$ cat src/rtl/fp_normalize_if.sv
// Handshake and data bundle for the fp_normalize stage.
//   master : upstream/downstream side (drives operand, in_valid, out_ready)
//   slave  : the normalizer (drives in_ready, result, flags, shift_count)
interface fp_normalize_if #(
    parameter int unsigned EXP_W  = 11,
    parameter int unsigned FRAC_W = 52
);
    localparam int unsigned MANT_W = FRAC_W + 2;
    localparam int unsigned RES_W  = 1 + EXP_W + FRAC_W;

    logic              in_valid;
    logic              in_ready;
    logic              in_sign;
    logic [EXP_W-1:0]  in_exponent;
    logic [MANT_W-1:0] in_mantissa;
    logic              out_valid;
    logic              out_ready;
    logic [RES_W-1:0]  result;
    logic              zero;
    logic              overflow;
    logic              underflow;
    logic [5:0]        shift_count;

    modport master (
        output in_valid, in_sign, in_exponent, in_mantissa, out_ready,
        input  in_ready, out_valid, result, zero, overflow, underflow, shift_count
    );

    modport slave (
        input  in_valid, in_sign, in_exponent, in_mantissa, out_ready,
        output in_ready, out_valid, result, zero, overflow, underflow, shift_count
    );
endinterface

$ cat src/rtl/fp_normalize.sv
// Bit-serial normalizer for the FP add/sub result: shifts the raw magnitude
// into IEEE-754 normal/denormal form one bit per cycle, flags zero,
// overflow (saturate to inf) and underflow (denormal), truncating.
// Ports:
//   clock   : rising-edge clock
//   reset_n : synchronous active-low reset
//   bus     : fp_normalize_if.slave (operand in, packed result/flags out)
module fp_normalize #(
    parameter int unsigned EXP_W  = 11,
    parameter int unsigned FRAC_W = 52
) (
    input  logic           clock,
    input  logic           reset_n,
    fp_normalize_if.slave  bus
);
    localparam int unsigned MANT_W = FRAC_W + 2;
    localparam int unsigned EXPI_W = EXP_W + 1;
    localparam int unsigned RES_W  = 1 + EXP_W + FRAC_W;
    localparam int unsigned CNT_W  = 6;
    localparam logic [EXPI_W-1:0] EXP_INF = EXPI_W'((1 << EXP_W) - 1);

    typedef enum logic [1:0] {ST_IDLE, ST_SHIFT, ST_DONE} state_e;

    state_e              state_q, state_d;
    logic                sign_q, sign_d;
    logic [EXPI_W-1:0]   exp_q, exp_d;
    logic [MANT_W-1:0]   mant_q, mant_d;
    logic [CNT_W-1:0]    cnt_q, cnt_d;
    logic                zero_q, zero_d;
    logic                ovf_q, ovf_d;
    logic                unf_q, unf_d;
    logic                valid_q, valid_d;
    logic [RES_W-1:0]    result_q, result_d;
    logic                finish;

    // State and datapath registers
    always_ff @(posedge clock) begin
        if (!reset_n) begin
            state_q  <= ST_IDLE;
            sign_q   <= 1'b0;
            exp_q    <= '0;
            mant_q   <= '0;
            cnt_q    <= '0;
            zero_q   <= 1'b0;
            ovf_q    <= 1'b0;
            unf_q    <= 1'b0;
            valid_q  <= 1'b0;
            result_q <= '0;
        end else begin
            state_q  <= state_d;
            sign_q   <= sign_d;
            exp_q    <= exp_d;
            mant_q   <= mant_d;
            cnt_q    <= cnt_d;
            zero_q   <= zero_d;
            ovf_q    <= ovf_d;
            unf_q    <= unf_d;
            valid_q  <= valid_d;
            result_q <= result_d;
        end
    end

    // Next-state and normalization rules
    always_comb begin
        state_d  = state_q;
        sign_d   = sign_q;
        exp_d    = exp_q;
        mant_d   = mant_q;
        cnt_d    = cnt_q;
        zero_d   = zero_q;
        ovf_d    = ovf_q;
        unf_d    = unf_q;
        valid_d  = valid_q;
        result_d = result_q;
        finish   = 1'b0;

        unique case (state_q)
            ST_IDLE: begin
                if (bus.in_valid) begin
                    sign_d  = bus.in_sign;
                    exp_d   = EXPI_W'(bus.in_exponent);
                    mant_d  = bus.in_mantissa;
                    cnt_d   = '0;
                    zero_d  = 1'b0;
                    ovf_d   = 1'b0;
                    unf_d   = 1'b0;
                    state_d = ST_SHIFT;
                end
            end
            ST_SHIFT: begin
                if (mant_q == '0) begin
                    sign_d = 1'b0;
                    exp_d  = '0;
                    zero_d = 1'b1;
                    finish = 1'b1;
                end else if (mant_q[MANT_W-1]) begin
                    // Carry out: renormalize right; saturate to inf at max exponent
                    mant_d = {1'b0, mant_q[MANT_W-1:1]};
                    exp_d  = exp_q + EXPI_W'(1);
                    if (exp_d == EXP_INF) begin
                        mant_d[FRAC_W-1:0] = '0;
                        ovf_d              = 1'b1;
                    end
                    finish = 1'b1;
                end else if (mant_q[FRAC_W]) begin
                    // Hidden bit set with exp 0 (denormal grew into normal range)
                    if (exp_q == '0) begin
                        exp_d = EXPI_W'(1);
                    end
                    finish = 1'b1;
                end else if (exp_q <= EXPI_W'(1)) begin
                    exp_d  = '0;
                    unf_d  = 1'b1;
                    finish = 1'b1;
                end else begin
                    mant_d = {mant_q[MANT_W-2:0], 1'b0};
                    exp_d  = exp_q - EXPI_W'(1);
                    cnt_d  = cnt_q + CNT_W'(1);
                end

                if (finish) begin
                    result_d = {sign_d, exp_d[EXP_W-1:0], mant_d[FRAC_W-1:0]};
                    valid_d  = 1'b1;
                    state_d  = ST_DONE;
                end
            end
            ST_DONE: begin
                if (bus.out_ready) begin
                    valid_d = 1'b0;
                    state_d = ST_IDLE;
                end
            end
            default: state_d = ST_IDLE;
        endcase
    end

    assign bus.in_ready    = (state_q == ST_IDLE) && reset_n;
    assign bus.out_valid   = valid_q;
    assign bus.result      = result_q;
    assign bus.zero        = zero_q;
    assign bus.overflow    = ovf_q;
    assign bus.underflow   = unf_q;
    assign bus.shift_count = cnt_q;
endmodule

$ cat src/flat_wrapper.sv
// flat-port wrapper written by rule: the top's interface ports become plain ports
module fp_normalize_flat 
#(
    parameter int unsigned EXP_W  = 11,
    parameter int unsigned FRAC_W = 52
)
  (clock, reset_n, bus_in_valid, bus_in_sign, bus_in_exponent, bus_in_mantissa, bus_out_ready, bus_in_ready, bus_out_valid, bus_result, bus_zero, bus_overflow, bus_underflow, bus_shift_count);
  fp_normalize_if #(.EXP_W(EXP_W), .FRAC_W(FRAC_W)) bus_i ();
  input  logic clock;
  input  logic reset_n;
  input wire logic [$bits(bus_i.in_valid)-1:0] bus_in_valid;
  input wire logic [$bits(bus_i.in_sign)-1:0] bus_in_sign;
  input wire logic [$bits(bus_i.in_exponent)-1:0] bus_in_exponent;
  input wire logic [$bits(bus_i.in_mantissa)-1:0] bus_in_mantissa;
  input wire logic [$bits(bus_i.out_ready)-1:0] bus_out_ready;
  output wire logic [$bits(bus_i.in_ready)-1:0] bus_in_ready;
  output wire logic [$bits(bus_i.out_valid)-1:0] bus_out_valid;
  output wire logic [$bits(bus_i.result)-1:0] bus_result;
  output wire logic [$bits(bus_i.zero)-1:0] bus_zero;
  output wire logic [$bits(bus_i.overflow)-1:0] bus_overflow;
  output wire logic [$bits(bus_i.underflow)-1:0] bus_underflow;
  output wire logic [$bits(bus_i.shift_count)-1:0] bus_shift_count;
  assign bus_i.in_valid = bus_in_valid;
  assign bus_i.in_sign = bus_in_sign;
  assign bus_i.in_exponent = bus_in_exponent;
  assign bus_i.in_mantissa = bus_in_mantissa;
  assign bus_i.out_ready = bus_out_ready;
  assign bus_in_ready = bus_i.in_ready;
  assign bus_out_valid = bus_i.out_valid;
  assign bus_result = bus_i.result;
  assign bus_zero = bus_i.zero;
  assign bus_overflow = bus_i.overflow;
  assign bus_underflow = bus_i.underflow;
  assign bus_shift_count = bus_i.shift_count;
  fp_normalize #(.EXP_W(EXP_W), .FRAC_W(FRAC_W)) u_core (.clock(clock), .reset_n(reset_n), .bus(bus_i));
endmodule
$ cat config.mk
export PLATFORM = sky130hd
export DESIGN_NAME = fp_normalize_flat
export DESIGN_NICKNAME = d
export VERILOG_FILES = /design/src/rtl/fp_normalize_if.sv /design/src/rtl/fp_normalize.sv /design/src/flat_wrapper.sv
export SDC_FILE = /design/constraint.sdc
export NUM_CORES = 1
export LEC_CHECK = 0
export CORE_ASPECT_RATIO = 1.2
export CORE_MARGIN = 2
export CORE_UTILIZATION = 54
export CTS_CLUSTER_DIAMETER = 50
export DETAILED_ROUTE_END_ITERATION = 8
export PLACE_DENSITY = 0.85
export SKIP_CTS_REPAIR_TIMING = 1
export SLEW_MARGIN = 25
export SYNTH_ARGS = -nofsm -noshare
export SYNTH_HDL_FRONTEND = slang
export SYNTH_SLANG_ARGS = --single-unit
export TNS_END_PERCENT = 100
$ cat constraint.sdc
create_clock -name clock -period 3.8 [get_ports clock]
set_clock_uncertainty 0.2 [all_clocks]
set_input_delay 0.38 -clock clock [delete_from_list [all_inputs] [get_ports clock]]
set_output_delay 0.38 -clock clock [all_outputs]
set_load 0.1 [all_outputs]
# Word level (Yosys, flattened, before mapping)
# Index checks and enable logic that the tools add are counted.
word_totals:
  register_bits: 143
  in_bits: 70
classes:
  n_eq_ne: 15
  muxes: 47
  reduce_logical: 16
  magnitude_cmp: 1
  add_sub_neg: 3
ops:
  columns: ["cell", "n"]
  rows:
  - ["two-way mux 54 bit", 4]
  - ["case mux 54 bit (2 select lines)", 1]
  - ["two-way mux 12 bit", 6]
  - ["logical NOT 54 bit", 1]
  - ["two-way mux 53 bit", 1]
  - ["two-way mux 52 bit", 1]
  - ["two-way mux 6 bit", 5]
  - ["case mux 12 bit (2 select lines)", 1]
  - ["two-way mux 1 bit", 18]
  - ["AND reduction 3 bit", 5]
  - ["adder 12 x 1 -> 12 bit (second input constant)", 1]
  - ["== test 12 x 11 -> 1 bit (second input constant)", 1]
  - ["<= comparator 12 x 1 -> 1 bit (second input constant)", 1]
  - ["logical NOT 12 bit", 1]
  - ["inequality test 2 bit (second input constant)", 6]
  - ["case mux 6 bit (2 select lines)", 1]
  - ["AND reduction 6 bit", 2]
  - ["subtractor 12 x 1 -> 12 bit (second input constant)", 1]
  - ["inequality test 2 x 1 -> 1 bit (second input constant)", 5]
  - ["case mux 1 bit (2 select lines)", 5]
  - ["adder 6 x 1 -> 6 bit (second input constant)", 1]
  - ["two-way mux 2 bit", 3]
  - ["case mux 2 bit (3 select lines)", 1]
  - ["inequality test 5 x 4 -> 1 bit (second input constant)", 1]
  - ["other kinds (7)", 9]

# Longest topological paths before layout
logic_depth:
  word_depth: 8
  mapped_depth: 11
  ltp_nobuf: 8

# Worst setup path before layout
# No wires, ideal clock.
synth_path:
  kind: "reg2out"
  startpoint: "register u_core.state_q[0]"
  endpoint: "output bus_in_ready"
  setup_slack_ps: 964
  path_buffers: 4
  stages_incl_launch_ff: 6
  arrival_time_ps: 2256
  t_required_ps: 3220
  cell_sequence: "dfxtp_1 > clkbuf_1 > clkbuf_1 > clkbuf_1 > clkbuf_1 > nor2_1"
synth_between:
  elab_chain_cells: 2
synth_lines:
  columns: ["item", "line_no", "text"]
  rows:
  - ["start: declaration", "fp_normalize.sv:24", "state_e state_q, state_d;"]
  - ["start signal: assignment", "fp_normalize.sv:50", "state_q <= state_d;"]
  - ["logical NOT 2 bit", "fp_normalize.sv:137", "assign bus.in_ready = (state_q == ST_IDLE) && reset_n;"]
  - ["logical AND 1 bit", "fp_normalize.sv:137", null]
  - ["end: declaration", "flat_wrapper.sv:16", "output wire logic [$bits(bus_i.in_ready)-1:0] bus_in_ready;"]
# Every way passes these cells.

# Worst setup path after layout
layout_path:
  startpoint: "register u_core.mant_q[51]"
  endpoint: "register u_core.result_q[27] (netlist: u_core.bus.result[27])"
layout_between:
  elab_chain_cells: 4
  elab_cells_between_ends: 5
  classes_between: "3 x mux; 2 x reduce/logical"
layout_lines:
  columns: ["item", "line_no", "text"]
  rows:
  - ["start: declaration", "fp_normalize.sv:27", "logic [MANT_W-1:0] mant_q, mant_d;"]
  - ["start signal: assignment", "fp_normalize.sv:53", "mant_q <= mant_d;"]
  - ["logical NOT 54 bit (*)", "fp_normalize.sv:91", "if (mant_q == '0) begin"]
  - ["two-way mux 1 bit", "fp_normalize.sv:91", null]
  - ["two-way mux 1 bit", "fp_normalize.sv:77", "unique case (state_q)"]
  - ["AND reduction 2 bit (no source line)", null, null]
  - ["end signal: assignment", "fp_normalize.sv:59", "result_q <= result_d;"]
  - ["end: declaration", "fp_normalize.sv:33", "logic [RES_W-1:0] result_q, result_d;"]
# Every way passes the cells marked *; elsewhere a longest branch is shown, timed or not. The select of a mux whose other input is x is not followed.
# A chain may end at the register's enable or synchronous reset.

==> impl_metrics.py <==
metrics = {
    "run_status": {
        "status": "completed",
    },
    "synth": {
        "netlist_instances": 1002,
        "yosysWarnings": 0,
        "synthesis.area_um2": 8140,
        "synth_ff_type": "dfxtp_1",
        "seq_area_frac_synth_pct": 35.2,
        "avgSynthCellArea_um2": 8.12,
        "async_reset_ff_share_pct": 0,
        "ys_types": 70,
        "ys_ff_latch": 143,
        "synth_edf_count": 0,
        "synth.net_count": 1078,
    },
    "global_routing": {
        "met3_usage_pct": 6.09,
        "antenna_found_initial": 0,
        "track_usage_pct": 34.2,
        "grt-busiest-layer": "met2",
        "grt_max_degree": 62,
        "first_global_vias": 8233,
        "use_met2_pct": 54.9,
        "grt_first_pass_wirelength_um": 43700,
        "grt_overflow_total": 0,
        "met1_usage_pct": 42.9,
    },
    "clocking": {
        "numCtsBuffers": 17,
        "cts.htree.levels": 4,
        "clock_path_buffers": 2,
        "cts_root_buf": "clkbuf_16",
        "clkSinkCount": 143,
        "cts.clk_slew.worst_paths_ns": 0.06,
        "worstSkewPairLatency_ns": 0.43,
        "tritoncts": "done",
    },
    "finish": {
        "final_common_cell": "clkdlybuf4s50_1",
        "drive_above_1_share_pct": 9.13,
        "final_cell_mix": "clkdlybuf4s50_1 (143), dfxtp_1 (142), nor2_1 (86), o21ai_0 (85), nand2_1 (70)",
        "final_cells": 1321,
        "diodes": 0,
        "design_area_um2": 10400,
        "final_nets": 1181,
        "area_delta_synth_final_pct": 27.3,
    },
    "timing": {
        "fin_setup_tns_ns": 0,
        "worstMarginPinSlew_ns": 0.997,
        "slew_headroom_pct": 33.3,
        "post-route-min-period_ns": 3.29,
        "setup_viol": 0,
        "maxSlewViolCount": 0,
        "finalHoldViolCount": 0,
        "fmax_mhz": 304,
        "rsz0062_at_grt": "no",
        "period_share_pct": 86.6,
    },
    "die": {
        "initial_core_util_pct": 54.9,
        "ios": 145,
        "core.rowCount": 49,
        "fp.dieH_um": 138,
        "core_area_um2": 14800,
        "die_w_um": 116,
        "dieArea_um2": 16100,
    },
    "setup_path": {
        "crit_type": "reg -> reg",
        "startpoint_type": "register",
        "arrival_ns": 3.42,
        "path_max_fanout": 40,
        "path_delay_family": "simple AND/OR/NAND/NOR gates",
        "crit_chain": "nor4_1, nand4_1, or4_4, nand2_4, buf_12, o22ai_1, a211oi_1",
        "crit_path_end_kind": "register",
        "crit_slowest_cell": "or4_4",
        "worstPathRequired_ns": 3.93,
        "crit_buf_inv": 1,
        "cp_slowest_stage_delay_ns": 0.67,
    },
    "route": {
        "initialDrtViolationCount": 1231,
        "wl_per_cell_um": 20.9,
        "drt-vias-per-instance": 6.70,
        "drc": 0,
        "ant_nets": 0,
        "vias": 8852,
        "drt_first_pass_iters": 8,
        "totalWireLength_um": 27600,
    },
    "placed_design": {
        "placed_cell_area_um2": 9750,
        "io_buffers": 144,
        "place_inst": 1290,
        "gp_congestion": 0.958,
        "dp_hpwl_um": 18400,
    },
    "power_and_ir_drop": {
        "comb_power_share_pct": 35.4,
        "switchingPower_mw": 2.26,
        "pwr_density_cell_nw_per_um2": 553,
        "seqPwrFrac_pct": 34.6,
        "p_clk_share_pct": 30.0,
        "ir_drop_uv": 325,
        "power_mw": 5.73,
        "leakagePower_nw": 3.55,
        "internal-power_mw": 3.48,
        "switching_share_pct": 39.3,
    },
    "job": {
        "maxCapViolations": 0,
    },
    "min_path": {
        "hp-class": "reg -> reg",
    },
}
-- sequential cells by signal, summed over array words and instances (netlist names) --
name and count:
u_core.state_q 2, u_core.bus.overflow 1, u_core.bus.zero 1, u_core.bus.out_valid 1, u_core.bus.shift_count 6, u_core.sign_q 1
u_core.mant_q 54, u_core.bus.result 64, u_core.exp_q 12, u_core.bus.underflow 1
-- cell families (layout without fill, tap and decap cells) --
| family | count (synthesis) | in the layout | synth area share, % |
|---|---|---|---|
| multiplexers | 36 | 36 | 4.43 |
| adder cells (fa/ha/maj) | 6 | 6 | 0.922 |
| buffers and inverters | 111 | 226 | 6.01 |
| AO/OA/AOI/OAI | 390 | 390 | 33.4 |
| AND/OR/NAND/NOR | 301 | 301 | 18.4 |
| flip-flops | 143 | 143 | 35.2 |
| XOR/XNOR | 15 | 15 | 1.61 |
-- power groups by stage --
stage	Sequential [mW]	Combinational, mW	Clock (mW)
2_1_floorplan	2.27	1.14	0
3_3_place_gp	1.99	1.97	0
3_5_place_dp	1.99	1.99	0
4_1_cts	1.96	2.00	1.72
5_1_grt	2.00	2.17	1.78
6_report	1.98	2.03	1.72
-- cell type report --
class                   instances  area [µm²]
multi-input cells             748        4830
fillers                      1189        4480
flip-flops and latches        143        2860
repair buffers                183        1760
clock buffers                  20         467
well taps                     204         255
clock inverters                11         139
inverters                      12        45.0
-- worst min-delay path: stages (launching register included) --
cell	delay (ns)
dfxtp_1	0.31
nand2_1	0.05
a21oi_1	0.05
-- synthesized netlist by cell type (18+ instances only) --
cell type  count  area [µm²]
clkbuf_1      73         274
dfxtp_1      143        2860
nand2_1       70         263
a21boi_0      25         188
a211oi_1      54         405
o21ai_0       85         425
nor4_1        25         156
nor3_1        19        95.1
buf_2         18        90.1
o22ai_1       33         206
or3_1         41         257
nor2_1        88         330
a21oi_1       61         305
mux2i_1       36         360
-- through the flow --
step | setup WS (ns) | util [%] | hold WS [ns]
5_1_grt | 0.438 | 69.8 | 0.270
6_report | 0.510 | 69.8 | 0.255
3_3_place_gp | 0.626 | 65.7 | 0.244
2_1_floorplan | 0.964 | - | 0.248
4_1_cts | 0.586 | 69.8 | 0.255
3_5_place_dp | 0.604 | 65.7 | 0.247
-- worst paths after layout --
path / start / to / slack, ns / cells past startpoint
setup / recovery: u_core.mant_q[51]$_SDFFE_PN0P_ / u_core.bus.result[27]$_SDFFE_PN0P_ / 0.51 / 7
hold / removal: u_core.bus.result[58]$_SDFFE_PN0P_ / u_core.bus.result[58]$_SDFFE_PN0P_ / 0.26 / 2
setup reg to reg: u_core.mant_q[51]$_SDFFE_PN0P_ / u_core.bus.result[27]$_SDFFE_PN0P_ / 0.51 / 7
hold reg to reg: u_core.bus.result[58]$_SDFFE_PN0P_ / u_core.bus.result[58]$_SDFFE_PN0P_ / 0.26 / 2
-- per-layer routing --
layer,vias to the layer above,part of all wire (%)
met5,-,0
met2,567,47
met3,111,9.1
met4,0,5.3
li1,4047,-
met1,4127,38
(Power assumes the default switching activity.)
